File: src/rtl/core_config_pkg.sv
// Shared core configuration: datapath widths, commit FSM states, exception causes.
package core_config_pkg;
    localparam int XLEN       = 32;
    localparam int REG_ADDR_W = 5;
    localparam int PC_STEP    = 4;

    typedef enum logic [2:0] {
        ST_IDLE     = 3'd0,
        ST_COMMIT   = 3'd1,
        ST_REDIRECT = 3'd2,
        ST_DRAIN    = 3'd3,
        ST_FAULT    = 3'd4
    } commit_state_t;

    typedef enum logic [1:0] {
        EXC_NONE    = 2'd0,
        EXC_ILLEGAL = 2'd1,
        EXC_TGT_OVF = 2'd2
    } exc_cause_t;
endpackage

File: src/rtl/sat_counter.sv
// Saturating up-counter: holds at all-ones instead of wrapping.
// Latency: count visible one cycle after inc.
// Backpressure: none; inc is a single-cycle strobe.
module sat_counter #(
    parameter int W = 32
) (
    input  logic         clk,
    input  logic         rst_n,
    input  logic         inc,
    input  logic         clr,
    output logic [W-1:0] cnt
);
    logic [W-1:0] cnt_q;
    logic [W-1:0] cnt_d;

    always_comb begin
        cnt_d = cnt_q;
        if (clr) begin
            cnt_d = '0;
        end else if (inc && (cnt_q != '1)) begin
            cnt_d = cnt_q + W'(1);
        end
    end

    always_ff @(posedge clk or negedge rst_n) begin
        if (!rst_n) begin
            cnt_q <= '0;
        end else begin
            cnt_q <= cnt_d;
        end
    end

    assign cnt = cnt_q;
endmodule

File: src/rtl/branch_commiter.sv
// Commit-side consumer of alu1 results: RF writeback, predictor update, mispredict redirect, error traps.
// Latency: clear 1 cycle after capture, side effects 2 cycles after capture; one result per 2 cycles.
// Backpressure: ALU holds its result until clear; redirect/exception held until ack.
module branch_commiter #(
    parameter int XLEN         = core_config_pkg::XLEN,
    parameter int REG_ADDR_W   = core_config_pkg::REG_ADDR_W,
    parameter int FLUSH_CYCLES = 3,
    parameter int CNT_W        = 32
) (
    input  logic                  clk,
    input  logic                  rst_n,
    input  logic [XLEN-1:0]       alu_res,
    input  logic [REG_ADDR_W-1:0] alu_rd,
    input  logic                  alu_valid,
    input  logic                  alu_o_error,
    input  logic                  alu_i_error,
    input  logic                  alu_req,
    input  logic                  alu_mispredict,
    input  logic                  alu_is_branch,
    input  logic [XLEN-1:0]       alu_pc,
    output logic                  clear,
    output logic                  rf_we,
    output logic [REG_ADDR_W-1:0] rf_waddr,
    output logic [XLEN-1:0]       rf_wdata,
    output logic                  bp_update,
    output logic [XLEN-1:0]       bp_pc,
    output logic                  bp_taken,
    output logic                  flush,
    output logic                  redirect_valid,
    output logic [XLEN-1:0]       redirect_pc,
    input  logic                  redirect_ack,
    output logic                  exc_valid,
    output logic [1:0]            exc_cause,
    input  logic                  exc_ack,
    output logic                  busy,
    output logic [CNT_W-1:0]      branch_cnt,
    output logic [CNT_W-1:0]      mispredict_cnt
);
    import core_config_pkg::*;

    commit_state_t         state_q, state_d;
    logic [XLEN-1:0]       res_q, res_d, pc_q, pc_d;
    logic [REG_ADDR_W-1:0] rd_q, rd_d;
    logic                  req_q, req_d, misp_q, misp_d, isbr_q, isbr_d;
    logic                  ierr_q, ierr_d, oerr_q, oerr_d;
    logic [3:0]            drain_q, drain_d;
    logic                  clear_q, clear_d, rf_we_q, rf_we_d;
    logic [REG_ADDR_W-1:0] rf_waddr_q, rf_waddr_d;
    logic [XLEN-1:0]       rf_wdata_q, rf_wdata_d, bp_pc_q, bp_pc_d;
    logic                  bp_update_q, bp_update_d, bp_taken_q, bp_taken_d, flush_q, flush_d;
    logic                  redirect_valid_q, redirect_valid_d;
    logic [XLEN-1:0]       redirect_pc_q, redirect_pc_d;
    logic                  exc_valid_q, exc_valid_d;
    exc_cause_t            exc_cause_q, exc_cause_d;
    logic                  br_inc, mp_inc;

    always_comb begin
        state_d          = state_q;
        res_d            = res_q;
        pc_d             = pc_q;
        rd_d             = rd_q;
        req_d            = req_q;
        misp_d           = misp_q;
        isbr_d           = isbr_q;
        ierr_d           = ierr_q;
        oerr_d           = oerr_q;
        drain_d          = drain_q;
        clear_d          = 1'b0;
        rf_we_d          = 1'b0;
        rf_waddr_d       = rf_waddr_q;
        rf_wdata_d       = rf_wdata_q;
        bp_update_d      = 1'b0;
        bp_pc_d          = bp_pc_q;
        bp_taken_d       = bp_taken_q;
        flush_d          = 1'b0;
        redirect_valid_d = redirect_valid_q;
        redirect_pc_d    = redirect_pc_q;
        exc_valid_d      = exc_valid_q;
        exc_cause_d      = exc_cause_q;
        br_inc           = 1'b0;
        mp_inc           = 1'b0;

        case (state_q)
            ST_IDLE: begin
                if (alu_valid) begin
                    res_d   = alu_res;
                    pc_d    = alu_pc;
                    rd_d    = alu_rd;
                    req_d   = alu_req;
                    misp_d  = alu_mispredict;
                    isbr_d  = alu_is_branch;
                    ierr_d  = alu_i_error;
                    oerr_d  = alu_o_error;
                    clear_d = 1'b1;
                    state_d = ST_COMMIT;
                end
            end
            ST_COMMIT: begin
                if (ierr_q || oerr_q) begin
                    exc_valid_d = 1'b1;
                    exc_cause_d = ierr_q ? EXC_ILLEGAL : EXC_TGT_OVF;
                    state_d     = ST_FAULT;
                end else if (!isbr_q) begin
                    rf_we_d    = (rd_q != '0);
                    rf_waddr_d = rd_q;
                    rf_wdata_d = res_q;
                    state_d    = ST_IDLE;
                end else begin
                    bp_update_d = 1'b1;
                    bp_pc_d     = pc_q;
                    bp_taken_d  = req_q;
                    br_inc      = 1'b1;
                    if (misp_q) begin
                        flush_d          = 1'b1;
                        redirect_valid_d = 1'b1;
                        redirect_pc_d    = req_q ? res_q : (pc_q + XLEN'(PC_STEP));
                        mp_inc           = 1'b1;
                        state_d          = ST_REDIRECT;
                    end else begin
                        state_d = ST_IDLE;
                    end
                end
            end
            ST_REDIRECT: begin
                if (redirect_ack) begin
                    redirect_valid_d = 1'b0;
                    drain_d          = 4'(FLUSH_CYCLES);
                    state_d          = ST_DRAIN;
                end
            end
            ST_DRAIN: begin
                // Wrong-path results are consumed but dropped; skip the cycle our own clear is still visible.
                if (alu_valid && !clear_q) begin
                    clear_d = 1'b1;
                end
                drain_d = drain_q - 4'd1;
                if (drain_q <= 4'd1) begin
                    drain_d = '0;
                    state_d = ST_IDLE;
                end
            end
            ST_FAULT: begin
                if (exc_ack) begin
                    exc_valid_d = 1'b0;
                    exc_cause_d = EXC_NONE;
                    state_d     = ST_IDLE;
                end
            end
            default: state_d = ST_IDLE;
        endcase
    end

    always_ff @(posedge clk or negedge rst_n) begin
        if (!rst_n) begin
            state_q          <= ST_IDLE;
            res_q            <= '0;
            pc_q             <= '0;
            rd_q             <= '0;
            req_q            <= 1'b0;
            misp_q           <= 1'b0;
            isbr_q           <= 1'b0;
            ierr_q           <= 1'b0;
            oerr_q           <= 1'b0;
            drain_q          <= '0;
            clear_q          <= 1'b0;
            rf_we_q          <= 1'b0;
            rf_waddr_q       <= '0;
            rf_wdata_q       <= '0;
            bp_update_q      <= 1'b0;
            bp_pc_q          <= '0;
            bp_taken_q       <= 1'b0;
            flush_q          <= 1'b0;
            redirect_valid_q <= 1'b0;
            redirect_pc_q    <= '0;
            exc_valid_q      <= 1'b0;
            exc_cause_q      <= EXC_NONE;
        end else begin
            state_q          <= state_d;
            res_q            <= res_d;
            pc_q             <= pc_d;
            rd_q             <= rd_d;
            req_q            <= req_d;
            misp_q           <= misp_d;
            isbr_q           <= isbr_d;
            ierr_q           <= ierr_d;
            oerr_q           <= oerr_d;
            drain_q          <= drain_d;
            clear_q          <= clear_d;
            rf_we_q          <= rf_we_d;
            rf_waddr_q       <= rf_waddr_d;
            rf_wdata_q       <= rf_wdata_d;
            bp_update_q      <= bp_update_d;
            bp_pc_q          <= bp_pc_d;
            bp_taken_q       <= bp_taken_d;
            flush_q          <= flush_d;
            redirect_valid_q <= redirect_valid_d;
            redirect_pc_q    <= redirect_pc_d;
            exc_valid_q      <= exc_valid_d;
            exc_cause_q      <= exc_cause_d;
        end
    end

    sat_counter #(.W(CNT_W)) u_branch_cnt (
        .clk   (clk),
        .rst_n (rst_n),
        .inc   (br_inc),
        .clr   (1'b0),
        .cnt   (branch_cnt)
    );

    sat_counter #(.W(CNT_W)) u_mispredict_cnt (
        .clk   (clk),
        .rst_n (rst_n),
        .inc   (mp_inc),
        .clr   (1'b0),
        .cnt   (mispredict_cnt)
    );

    assign clear          = clear_q;
    assign rf_we          = rf_we_q;
    assign rf_waddr       = rf_waddr_q;
    assign rf_wdata       = rf_wdata_q;
    assign bp_update      = bp_update_q;
    assign bp_pc          = bp_pc_q;
    assign bp_taken       = bp_taken_q;
    assign flush          = flush_q;
    assign redirect_valid = redirect_valid_q;
    assign redirect_pc    = redirect_pc_q;
    assign exc_valid      = exc_valid_q;
    assign exc_cause      = exc_cause_q;
    assign busy           = (state_q != ST_IDLE);
endmodule

File: config.mk
export PLATFORM = sky130hd
export DESIGN_NAME = branch_commiter
export DESIGN_NICKNAME = d
export VERILOG_FILES = /design/src/rtl/core_config_pkg.sv /design/src/rtl/sat_counter.sv /design/src/rtl/branch_commiter.sv
export SDC_FILE = /design/constraint.sdc
export NUM_CORES = 1
export LEC_CHECK = 0
export CAP_MARGIN = 10
export CORE_MARGIN = 4
export CORE_UTILIZATION = 55
export CTS_CLUSTER_SIZE = 40
export DETAILED_ROUTE_END_ITERATION = 8
export PLACE_DENSITY = 0.89
export SYNTH_ARGS = -nofsm -noshare
export SYNTH_HDL_FRONTEND = slang
export SYNTH_HIERARCHICAL = 1
export SYNTH_SLANG_ARGS = --single-unit
File: constraint.sdc
create_clock -name clk -period 5.9 [get_ports clk]
set_input_delay 0.885 -clock clk [delete_from_list [all_inputs] [get_ports clk]]
set_output_delay 0.885 -clock clk [all_outputs]
set_load 0.01 [all_outputs]
==> results.sh, run 1 <==
export IMPL_run_status="finished clean"
export IMPL_grt_pass1_vias=9515
export IMPL_avg_wl_per_cell_microns=20.2
export IMPL_viasPerCell=5.89
export IMPL_most_area_hungry_cell_type_in_the_yosys_netlist="sky130_fd_sc_hd__dfrtp_1"
export IMPL_synth_seq_cells=255
export IMPL_placement_cell_area_sq_mm=0.0145
export IMPL_h_tree_depth_reported_by_cts=1
export IMPL_nets=1381
export IMPL_finalSetupViolCount=0
export IMPL_post_cts_resize_count=0
export IMPL_worstSetupStartpoint="state_q[1]"
export IMPL_antenna_violations_before_repair=2
export IMPL_tns_ns=0
export IMPL_seq_power_share_pct=42.1
export IMPL_num_cts_buffers=28
export IMPL_synth_lib_cells_used_distinct=56
export IMPL_clk_pin_slew_worst_paths_ns=0.06
export IMPL_maxCapViolations=0
export IMPL_tritoncts_clock_tree="built"
export IMPL_report_power_total_mw=7.18
export IMPL_powerDensity_mw_per_mm2=462
export IMPL_design_die_area_sq_mm=0.0239
export IMPL_filler_cell_count=1399
export IMPL_worst_slew_pin_transition_ns=1.12
export IMPL_relSlewSlack_pct=25.6
export IMPL_leakage_component_of_the_power_nw=6.42
export IMPL_port_buffers=253
export IMPL_initial_core_util_pct=55.9
export IMPL_layout_worst_path_cycle_share_pct=60.3
export IMPL_mappedNetlistArea_sq_mm=0.0118
export IMPL_vias_after_detailed_routing=9398
export IMPL_cts_hold_fix_buffers=0
export IMPL_synth_edf_count=0
export IMPL_post_synth_main_area_contributors="sky130_fd_sc_hd__dfrtp_1 54%, sky130_fd_sc_hd__mux2_2 13%, sky130_fd_sc_hd__nand2_1 2.9%"
export IMPL_ctsLongestPathBuffers=3
export IMPL_power_ir_vdd_worst_mv=0.287
export IMPL_worstPathMaxFanout=51
export IMPL_synth_yosys_seq_area_share_pct=54.1
export IMPL_rsz0062_at_grt="no"
export IMPL_setup_ws_post_layout_ns=2.34
export IMPL_final_design_instance_area_without_fill_sq_mm=0.0155
export IMPL_synthesis_area_per_instance_sq_um=11.2
export IMPL_placedCellCount=1542
export IMPL_timing_final_max_slew_violations=0
export IMPL_firstDrtPassIters=5
export IMPL_finalWirelength_microns=32200
export IMPL_antenna_left=0
export IMPL_switching_share_pct=32.5
export IMPL_worst_setup_path_end_kind="flop"
export IMPL_ios=254
export IMPL_period_minus_slack_ns=3.56
export IMPL_dpl_hpwl_microns=22300
export IMPL_drive_gt1_share_pct=16.9
export IMPL_post_cts_setup_buffers=0
export IMPL_ys_async_sr_fraction_pct=100
export IMPL_root_buffer="sky130_fd_sc_hd__clkbuf_16"
export IMPL_groute_usage_overall_pct=26.5
export IMPL_core_area_sq_mm=0.0211
export IMPL_pwr_share_clk_pct=25.9
export IMPL_switching_power_mw=2.33
export IMPL_grt_overflow_total=0
export IMPL_timing_hold_worst_class="input pin to async pin"
export IMPL_worst_endpoint_required_ns=6.31
export IMPL_synth_yosys_warnings=6
export IMPL_critPathArrivalTime_ns=3.96
export IMPL_row_count=53
export IMPL_largest_net_degree_at_the_start_of_global_routing=135
export IMPL_critical_path_reg2reg_startpoint="state_q[1]"
export IMPL_die_x_microns=154
export IMPL_yosysTopAreaCellShare_pct=54.1
export IMPL_clock_fmax_ghz=0.281
export IMPL_synth_top_flop_cell="sky130_fd_sc_hd__dfrtp_1"
export IMPL_p_int_mw=4.85
export IMPL_final_number_of_hold_violating_endpoints=0
export IMPL_grt_first_pass_wirelength_microns=51700
export IMPL_clk_lat_worst_skew_ns=0.53
export IMPL_die_height_microns=154
export IMPL_worstSetupEndpoint="u_mispredict_cnt/cnt[27]"
export IMPL_clock_sinks=255
export IMPL_gate_count_of_the_mapped_netlist=1054
export IMPL_worst_setup_path_type="flop to flop"
export IMPL_fin_cells=1596
export IMPL_drt_drc_violations_left=0
export IMPL_fraction_of_power_consumed_by_combinational_cells_pct=32.0
export IMPL_gp_congestion=0.887
export IMPL_regToRegEndpoint="u_mispredict_cnt/cnt[27]"
export IMPL_ff2ff_setup_slack_ns=2.34
export IMPL_ff2ff_path_depth=9
export IMPL_crit_path_start_kind="flop"
export IMPL_pre_cts_ws_ns=2.42
export IMPL_syn_to_final_growth_pct=31.8
export IMPL_detail_route_iter0_violations=674
export IMPL_skew_ns=0.0113
synthesized netlist by cell type, types with 4 or more instances:
cell,n
sky130_fd_sc_hd__nor2_1,71
sky130_fd_sc_hd__nor4_2,5
sky130_fd_sc_hd__nand2b_1,11
sky130_fd_sc_hd__clkbuf_1,31
sky130_fd_sc_hd__a31o_2,4
sky130_fd_sc_hd__or4_1,7
sky130_fd_sc_hd__dfrtp_1,255
sky130_fd_sc_hd__xor2_1,12
sky130_fd_sc_hd__a21oi_1,32
sky130_fd_sc_hd__and2_1,7
sky130_fd_sc_hd__a211oi_1,10
sky130_fd_sc_hd__mux2_2,140
sky130_fd_sc_hd__o21ai_0,51
sky130_fd_sc_hd__and3_1,18
sky130_fd_sc_hd__inv_1,25
sky130_fd_sc_hd__xnor2_1,32
sky130_fd_sc_hd__nor2b_1,13
sky130_fd_sc_hd__a21o_1,8
sky130_fd_sc_hd__o31ai_1,9
sky130_fd_sc_hd__nand3b_1,4
sky130_fd_sc_hd__nor3b_1,5
sky130_fd_sc_hd__nand3_1,52
sky130_fd_sc_hd__nand4_1,21
sky130_fd_sc_hd__and4_1,6
sky130_fd_sc_hd__nor4_1,14
sky130_fd_sc_hd__mux2i_1,10
sky130_fd_sc_hd__ha_1,5
sky130_fd_sc_hd__o31a_1,4
sky130_fd_sc_hd__o211ai_1,10
sky130_fd_sc_hd__or3_1,11
sky130_fd_sc_hd__nor3_1,20
sky130_fd_sc_hd__nand2_1,90
sky130_fd_sc_hd__buf_2,18
flip-flops by register name, indices dropped and copies added (netlist names), 2 cells and up:
name / flops
bp_pc: 32
rf_wdata: 32
state_q: 3
drain_q: 4
res_q: 32
rd_q: 5
u_mispredict_cnt/cnt: 32
u_branch_cnt/cnt: 32
rf_waddr: 5
exc_cause: 2
pc_q: 32
redirect_pc: 32
worst min-delay path by stage:
stage	from	endpoint	slack (ns)	cells after the start
global placement	redirect_pc[22]	redirect_pc[22]	0.46	2
finish	rst_n	pc_q[11]	0.42	1
global route	rst_n	pc_q[19]	0.49	1
floorplan	pc_q[0]	bp_pc[0]	0.46	2
CTS	rst_n	pc_q[11]	0.46	1
detailed placement	bp_pc[31]	bp_pc[31]	0.46	2
logic make-up (layout without fill, tap and decap cells):
logic type	after synthesis	count (layout)	share of synthesized area, %
AND/OR/NAND/NOR	372	372	16.9
flip-flops	255	255	54.1
multiplexers	152	152	14.5
AO/OA/AOI/OAI	147	147	7.93
buffers and inverters	78	336	2.74
XOR/XNOR	44	44	3.27
adder cells (fa/ha/maj)	5	5	0.530
other	1	10	0.0318
routing by layer:
layer,track usage [%],routed length [microns],vias up
met5,0,13,-
met4,6.52,747,2
met3,5.62,2480,60
met2,44.8,15900,408
met1,35.3,13100,4674
li1,-,-,4254
metrics by stage:
stage	util (%)	hold WS, ns
global placement	69.0	0.457
finish	73.7	0.423
CTS	73.7	0.458
floorplan	-	0.456
global route	73.7	0.491
detailed placement	69.0	0.461
area by class of cell:
cell class / count / area (sq um) / area share, %
Timing Repair Buffer: 258 / 2590 / 16.6
Sequential cell: 255 / 6380 / 41.0
Inverter: 26 / 97.6 / 0.628
Multi-Input combinational cell: 728 / 5130 / 33.0
Antenna cell: 2 / 5.00 / 0.0322
Clock inverter: 9 / 151 / 0.974
Clock buffer: 43 / 848 / 5.46
Tap cell: 275 / 344 / 2.21
critical path: stages (launching register included):
cell and delay (ns):
sky130_fd_sc_hd__dfrtp_1 0.49, sky130_fd_sc_hd__nor3b_1 0.47, sky130_fd_sc_hd__nand4_1 0.17, sky130_fd_sc_hd__buf_4 0.32
sky130_fd_sc_hd__inv_2 0.44, sky130_fd_sc_hd__and3_1 0.32, sky130_fd_sc_hd__nand4_1 0.12, sky130_fd_sc_hd__a21o_1 0.35
sky130_fd_sc_hd__nor4_1 0.37, sky130_fd_sc_hd__mux2_2 0.37
power groups by stage:
stage,combinational (mW),clock [mW],sequential [mW]
2_1_floorplan,1.15,0,2.92
3_3_place_gp,2.20,0,2.98
3_5_place_dp,2.28,0,3.03
4_1_cts,2.32,1.89,3.01
5_1_grt,2.47,1.97,3.10
6_report,2.30,1.86,3.02
placed cells by master, fill, tap and decap left out, types with 20 or more instances in the layout:
| cell type | count |
|---|---|
| sky130_fd_sc_hd__nand3_1 | 51 |
| sky130_fd_sc_hd__o21ai_0 | 51 |
| sky130_fd_sc_hd__clkbuf_16 | 29 |
| sky130_fd_sc_hd__nor3_1 | 20 |
| sky130_fd_sc_hd__inv_1 | 25 |
| sky130_fd_sc_hd__xnor2_1 | 32 |
| sky130_fd_sc_hd__nand4_1 | 21 |
| sky130_fd_sc_hd__nand2_1 | 90 |
| sky130_fd_sc_hd__mux2_2 | 140 |
| sky130_fd_sc_hd__dfrtp_1 | 254 |
| sky130_fd_sc_hd__nor2_1 | 71 |
| sky130_fd_sc_hd__a21oi_1 | 32 |
| sky130_fd_sc_hd__clkdlybuf4s50_1 | 252 |
Note: power is estimated with default switching activity, not from simulation.
==> inputs of run 2 (changes only) <==
Settings changed: CORE_UTILIZATION 55 to 46, PLACE_DENSITY 0.89 to 0.79.
Clock period 5.9 ns to 3 ns, I/O delays scaled along.
==> run 2 against run 1 <==
  * Worst setup slack got worse by 2.1 ns
  * Total power increased by 93%
  * Cell count increased by 3.8%
  * Non-clock buffer count increased by 12
  * First-iteration DRC count decreased by 9.6%
  * Utilization decreased by 12 points
  * Critical path depth decreased by 1
  * Clock skew decreased by 0.0032 ns
  * Global-route usage decreased by 4.0 points
  * Sequential share of layout area decreased by 0.28 points
  * Largest cell class unchanged
==> results.sh, run 2 (synthesis gave the netlist of run 1 again) <==
export IMPL_run_status="finished clean"
export IMPL_power_ir_vdd_worst_mv=0.570
export IMPL_period_minus_slack_ns=2.73
export IMPL_root_buffer="sky130_fd_sc_hd__clkbuf_16"
export IMPL_firstDrtPassIters=4
export IMPL_leakage_component_of_the_power_nw=6.44
export IMPL_clk_lat_worst_skew_ns=0.54
export IMPL_seq_power_share_pct=41.8
export IMPL_timing_hold_worst_class="flop to flop"
export IMPL_clock_fmax_ghz=0.366
export IMPL_clock_sinks=255
export IMPL_avg_wl_per_cell_microns=19.7
export IMPL_gp_congestion=0.889
export IMPL_nets=1392
export IMPL_met3WireLength_microns=1990
export IMPL_multi_input_combinational_cell_area_sq_mm=0.00514
export IMPL_grt_first_pass_wirelength_microns=51800
export IMPL_drt_drc_violations_left=0
export IMPL_insertedDiodeCount=0
export IMPL_finalWirelength_microns=32700
export IMPL_timing_final_max_slew_violations=0
export IMPL_skew_ns=0.00816
export IMPL_final_number_of_hold_violating_endpoints=0
export IMPL_ctsLongestPathBuffers=3
export IMPL_route_layer_met1_wl_microns=14100
export IMPL_pre_cts_ws_ns=0.265
export IMPL_rsz0062_at_grt="no"
export IMPL_final_design_instance_area_without_fill_sq_mm=0.0157
export IMPL_setup_ws_post_layout_ns=0.265
export IMPL_placement_cell_area_sq_mm=0.0147
export IMPL_fraction_of_power_consumed_by_combinational_cells_pct=33.9
export IMPL_core_area_sq_mm=0.0252
export IMPL_relSlewSlack_pct=54.3
export IMPL_clk_pin_slew_worst_paths_ns=0.06
export IMPL_design_die_area_sq_mm=0.0283
export IMPL_worst_setup_path_end_kind="flop"
export IMPL_worst_endpoint_required_ns=3.43
export IMPL_row_count=58
export IMPL_maxCapViolations=0
export IMPL_crit_path_start_kind="flop"
export IMPL_critPathArrivalTime_ns=3.17
export IMPL_met2_length_microns=15900
export IMPL_switching_share_pct=32.9
export IMPL_num_cts_buffers=27
export IMPL_drive_gt1_share_pct=17.4
export IMPL_powerDensity_mw_per_mm2=885
export IMPL_detail_route_iter0_violations=609
export IMPL_groute_usage_overall_pct=22.5
export IMPL_vias_after_detailed_routing=9292
export IMPL_grt_overflow_total=0
export IMPL_pwr_share_clk_pct=24.4
export IMPL_layout_commonest_cell="sky130_fd_sc_hd__dfrtp_1"
export IMPL_die_x_microns=168
export IMPL_worstPathMaxFanout=19
export IMPL_switching_power_mw=4.55
export IMPL_layout_common_cells="254 x sky130_fd_sc_hd__dfrtp_1, 252 x sky130_fd_sc_hd__clkdlybuf4s50_1, 140 x sky130_fd_sc_hd__mux2_2"
export IMPL_port_buffers=253
export IMPL_tns_ns=0
export IMPL_ios=254
export IMPL_worst_slew_pin_transition_ns=0.686
export IMPL_antenna_left=0
export IMPL_dpl_hpwl_microns=23100
export IMPL_post_cts_setup_buffers=0
export IMPL_viasPerCell=5.61
export IMPL_finalSetupViolCount=0
export IMPL_h_tree_depth_reported_by_cts=1
export IMPL_layout_worst_path_cycle_share_pct=91.2
export IMPL_filler_cell_count=2011
export IMPL_layout_area_seq_sq_mm=0.00638
export IMPL_syn_to_final_growth_pct=32.7
export IMPL_worst_setup_path_type="flop to flop"
export IMPL_routed_top_layer="met5"
export IMPL_die_height_microns=168
export IMPL_ff2ff_setup_slack_ns=0.27
export IMPL_grt_pass1_vias=9362
export IMPL_antenna_violations_before_repair=1
export IMPL_tritoncts_clock_tree="built"
export IMPL_largest_net_degree_at_the_start_of_global_routing=90
export IMPL_initial_core_util_pct=46.8
export IMPL_report_power_total_mw=13.9
export IMPL_p_int_mw=9.31
-- run 2: cell count changes in the layout (fill, tap and decap cells not counted), moves of 2 or more --
cell / change
sky130_fd_sc_hd__bufinv_16: -2
sky130_fd_sc_hd__buf_4: +7
sky130_fd_sc_hd__buf_12: +4
sky130_fd_sc_hd__clkbuf_16: -2
sky130_fd_sc_hd__diode_2: -2
-- run 2: repair_timing --
item,in CTS,in global routing
resized for setup,0,1
hold buffers,1,0
setup endpoints to repair,0,4
hold endpoints to repair,84,0
-- run 2: worst paths after layout --
check,from,end,depth (start not counted)
setup / recovery,state_q[0],u_mispredict_cnt/cnt[29],8
hold / removal,redirect_pc[22],redirect_pc[22],2
setup reg to reg,state_q[0],u_mispredict_cnt/cnt[29],8
hold reg to reg,redirect_pc[22],redirect_pc[22],2
max in group asynchronous,rst_n,u_mispredict_cnt/cnt[16],3
min in group asynchronous,rst_n,bp_pc[2],2
-- run 2: power groups by stage --
stage,clock [mW],combinational (mW),sequential [mW]
final,3.38,4.69,5.79
after global routing,3.57,5.05,5.95
after CTS,3.45,4.74,5.78
after detailed placement,0,4.70,5.83
after global placement,0,4.57,5.75
after floorplan,0,2.27,5.73
-- run 2: cell type report --
cell class / instances / area share (%)
flip-flops and latches: 255 / 40.8
inverters: 26 / 0.623
repair buffers: 270 / 17.4
clock inverters: 8 / 0.711
well taps: 330 / 2.64
multi-input cells: 728 / 32.8
clock buffers: 40 / 5.01
-- run 2: critical path: stages, from the launching register on --
cell	delay, ns
sky130_fd_sc_hd__dfrtp_1	0.48
sky130_fd_sc_hd__nor3b_2	0.27
sky130_fd_sc_hd__nand4_1	0.24
sky130_fd_sc_hd__inv_2	0.16
sky130_fd_sc_hd__and3_1	0.26
sky130_fd_sc_hd__nand4_1	0.11
sky130_fd_sc_hd__a21o_1	0.35
sky130_fd_sc_hd__nor4_1	0.37
sky130_fd_sc_hd__mux2_2	0.38
-- run 2: through the flow --
| step | hold slack, ns | instances | utilization (%) |
|---|---|---|---|
| after floorplan | 0.154 | 1061 | - |
| after global placement | 0.451 | 1608 | 58.6 |
| after detailed placement | 0.460 | 1608 | 58.6 |
| after CTS | 0.474 | 1657 | 62.2 |
| after global routing | 0.487 | 1657 | 62.2 |
| final | 0.472 | 1657 | 62.2 |
-- run 2: routing by layer --
layer	track usage, %	vias to the layer above
met5	0	-
met4	4.94	2
met3	3.59	52
met2	38.1	343
met1	30.8	4629
li1	-	4266
==> inputs of run 3 (changes only) <==
Settings changed: MAX_ROUTING_LAYER set to met4.
==> run 3 against run 2 <==
  * Global-route usage is 0.69 points higher
  * Total power about the same
  * Clock power about the same
  * Sequential share of layout area is essentially flat
  * Worst hold slack worse by 0.00069 ns
  * Via count is essentially flat
  * Wire length is 0.29% higher
  * First-iteration DRC count is 2.8% higher
  * Sequential cell count unchanged
  * Die area stayed put
  * Non-clock buffer count unchanged
  * Design area about the same
  * Critical path type unchanged
  * Largest cell class unchanged
==> results.sh, run 3 (synthesis gave the netlist of run 1 again) <==
export IMPL_run_status="finished clean"
export IMPL_leakage_component_of_the_power_nw=6.44
export IMPL_clk_pin_slew_worst_paths_ns=0.06
export IMPL_clk_lat_worst_skew_ns=0.55
export IMPL_core_area_sq_mm=0.0252
export IMPL_placement_cell_area_sq_mm=0.0147
export IMPL_syn_to_final_growth_pct=32.7
export IMPL_nets=1392
export IMPL_ordered_cell_list_for_the_critical_path="nor3b_2 -> buf_4 -> nand3_2 -> inv_1 -> and3_1 -> nand4_1 -> a21o_1 -> nor4_1 -> mux2_2"
export IMPL_antenna_violations_before_repair=1
export IMPL_multi_input_combinational_cell_area_sq_mm=0.00514
export IMPL_ios=254
export IMPL_die_height_microns=168
export IMPL_crit_buf_inv=2
export IMPL_drt_drc_violations_left=0
export IMPL_timing_hold_worst_class="flop to flop"
export IMPL_crit_family="simple AND/OR/NAND/NOR gates"
export IMPL_grt_pass1_vias=9361
export IMPL_finalWirelength_microns=32800
export IMPL_seq_power_share_pct=41.8
export IMPL_worst_setup_path_end_kind="flop"
export IMPL_tns_ns=0
export IMPL_finalSetupViolCount=0
export IMPL_worst_slew_pin_transition_ns=0.691
export IMPL_timing_final_max_slew_violations=0
export IMPL_firstDrtPassIters=4
export IMPL_powerDensity_mw_per_mm2=885
export IMPL_worst_endpoint_required_ns=3.42
export IMPL_worst_setup_path_type="flop to flop"
export IMPL_layout_area_seq_sq_mm=0.00638
export IMPL_finish_utilization_pct=62.2
export IMPL_worstPathMaxFanout=19
export IMPL_dpl_hpwl_microns=23100
export IMPL_relSlewSlack_pct=54.0
export IMPL_tritoncts_clock_tree="built"
export IMPL_final_design_instance_area_without_fill_sq_mm=0.0157
export IMPL_layout_worst_path_cycle_share_pct=91.4
export IMPL_skew_ns=0.00746
export IMPL_clock_fmax_ghz=0.365
export IMPL_critical_path_slowest_cell="sky130_fd_sc_hd__dfrtp_1"
export IMPL_fraction_of_power_consumed_by_combinational_cells_pct=33.9
export IMPL_pwr_share_clk_pct=24.4
export IMPL_row_count=58
export IMPL_maxCapViolations=0
export IMPL_p_int_mw=9.31
export IMPL_power_ir_vdd_worst_mv=0.570
export IMPL_ff2ff_setup_slack_ns=0.26
export IMPL_viasPerCell=5.61
export IMPL_gp_congestion=0.904
export IMPL_h_tree_depth_reported_by_cts=1
export IMPL_pre_cts_ws_ns=0.265
export IMPL_period_minus_slack_ns=2.74
export IMPL_layout_commonest_cell="sky130_fd_sc_hd__dfrtp_1"
export IMPL_rsz0062_at_grt="no"
export IMPL_num_cts_buffers=27
export IMPL_grt_overflow_total=0
export IMPL_layout_common_cells="254 x sky130_fd_sc_hd__dfrtp_1, 252 x sky130_fd_sc_hd__clkdlybuf4s50_1, 140 x sky130_fd_sc_hd__mux2_2"
export IMPL_filler_cell_count=2011
export IMPL_switching_power_mw=4.55
export IMPL_final_number_of_hold_violating_endpoints=0
export IMPL_antenna_left=0
export IMPL_port_buffers=253
export IMPL_root_buffer="sky130_fd_sc_hd__clkbuf_16"
export IMPL_clock_sinks=255
export IMPL_detail_route_iter0_violations=626
export IMPL_die_x_microns=168
export IMPL_post_cts_setup_buffers=0
export IMPL_crit_path_start_kind="flop"
export IMPL_ctsLongestPathBuffers=3
export IMPL_max_stage_delay_ns=0.48
export IMPL_initial_core_util_pct=46.8
export IMPL_setup_ws_post_layout_ns=0.257
export IMPL_largest_net_degree_at_the_start_of_global_routing=90
export IMPL_drive_gt1_share_pct=17.4
export IMPL_critPathArrivalTime_ns=3.17
export IMPL_switching_share_pct=32.8
export IMPL_vias_after_detailed_routing=9301
export IMPL_design_die_area_sq_mm=0.0283
export IMPL_avg_wl_per_cell_microns=19.8
export IMPL_grt_first_pass_wirelength_microns=51900
export IMPL_groute_usage_overall_pct=23.2
## run 3: cell count changes in the layout (fill, tap and decap cells not counted), sizes merged
cell,before,now
diode,0,1
## run 3: path summary, 6_finish.rpt
check                                start                       end  depth (start not counted)
min in group asynchronous            rst_n                  bp_pc[2]                          2
hold reg to reg            redirect_pc[22]           redirect_pc[22]                          2
hold / removal             redirect_pc[22]           redirect_pc[22]                          2
setup / recovery                state_q[0]      u_branch_cnt/cnt[31]                          9
setup reg to reg                state_q[0]      u_branch_cnt/cnt[31]                          9
max in group asynchronous            rst_n  u_mispredict_cnt/cnt[16]                          3
## run 3: worst register-to-register path: cells and delay by family, from the launching register on
family	cells	cell delay, ns
buffers and inverters	2	0.28
flip-flops	1	0.48
AO/OA/AOI/OAI	1	0.35
AND/OR/NAND/NOR	5	1.13
multiplexers	1	0.38
## run 3: power by group through the flow
stage	clock network [mW]	registers (mW)	logic [mW]
floorplan	0	5.73	2.27
global placement	0	5.75	4.57
detailed placement	0	5.83	4.70
CTS	3.45	5.78	4.74
global route	3.57	5.95	5.05
finish	3.37	5.79	4.69
## run 3: per-layer routing
metal	GRT usage [%]	vias to the layer above	wire [microns]	part of all wire [%]
met1	31.1	4640	14200	43
met2	38.0	345	16000	49
met3	3.31	50	1930	5.9
met4	4.94	0	686	2.1
met5	-	-	0	0
li1	-	4266	-	-
## run 3: metrics by stage
stage               power, mW  hold WS (ns)  cells
floorplan                8.00         0.154   1061
global placement         10.3         0.451   1608
detailed placement       10.5         0.460   1608
CTS                      14.0         0.474   1657
global route             14.6         0.487   1658
finish                   13.9         0.472   1658
## run 3: final cells by class
type / count / share of cell area [%]
Multi-Input combinational cell: 728 / 32.8
Antenna cell: 1 / 0.0160
Clock inverter: 8 / 0.711
Sequential cell: 255 / 40.8
Inverter: 26 / 0.623
Timing Repair Buffer: 270 / 17.4
Clock buffer: 40 / 5.01
Tap cell: 330 / 2.64
## run 3: what timing repair did
action                                 4_1_cts  5_1_grt
endpoints found under the hold margin       84        0
resized for setup                            0        1
hold buffers                                 1        0
setup endpoints to repair                    0        4
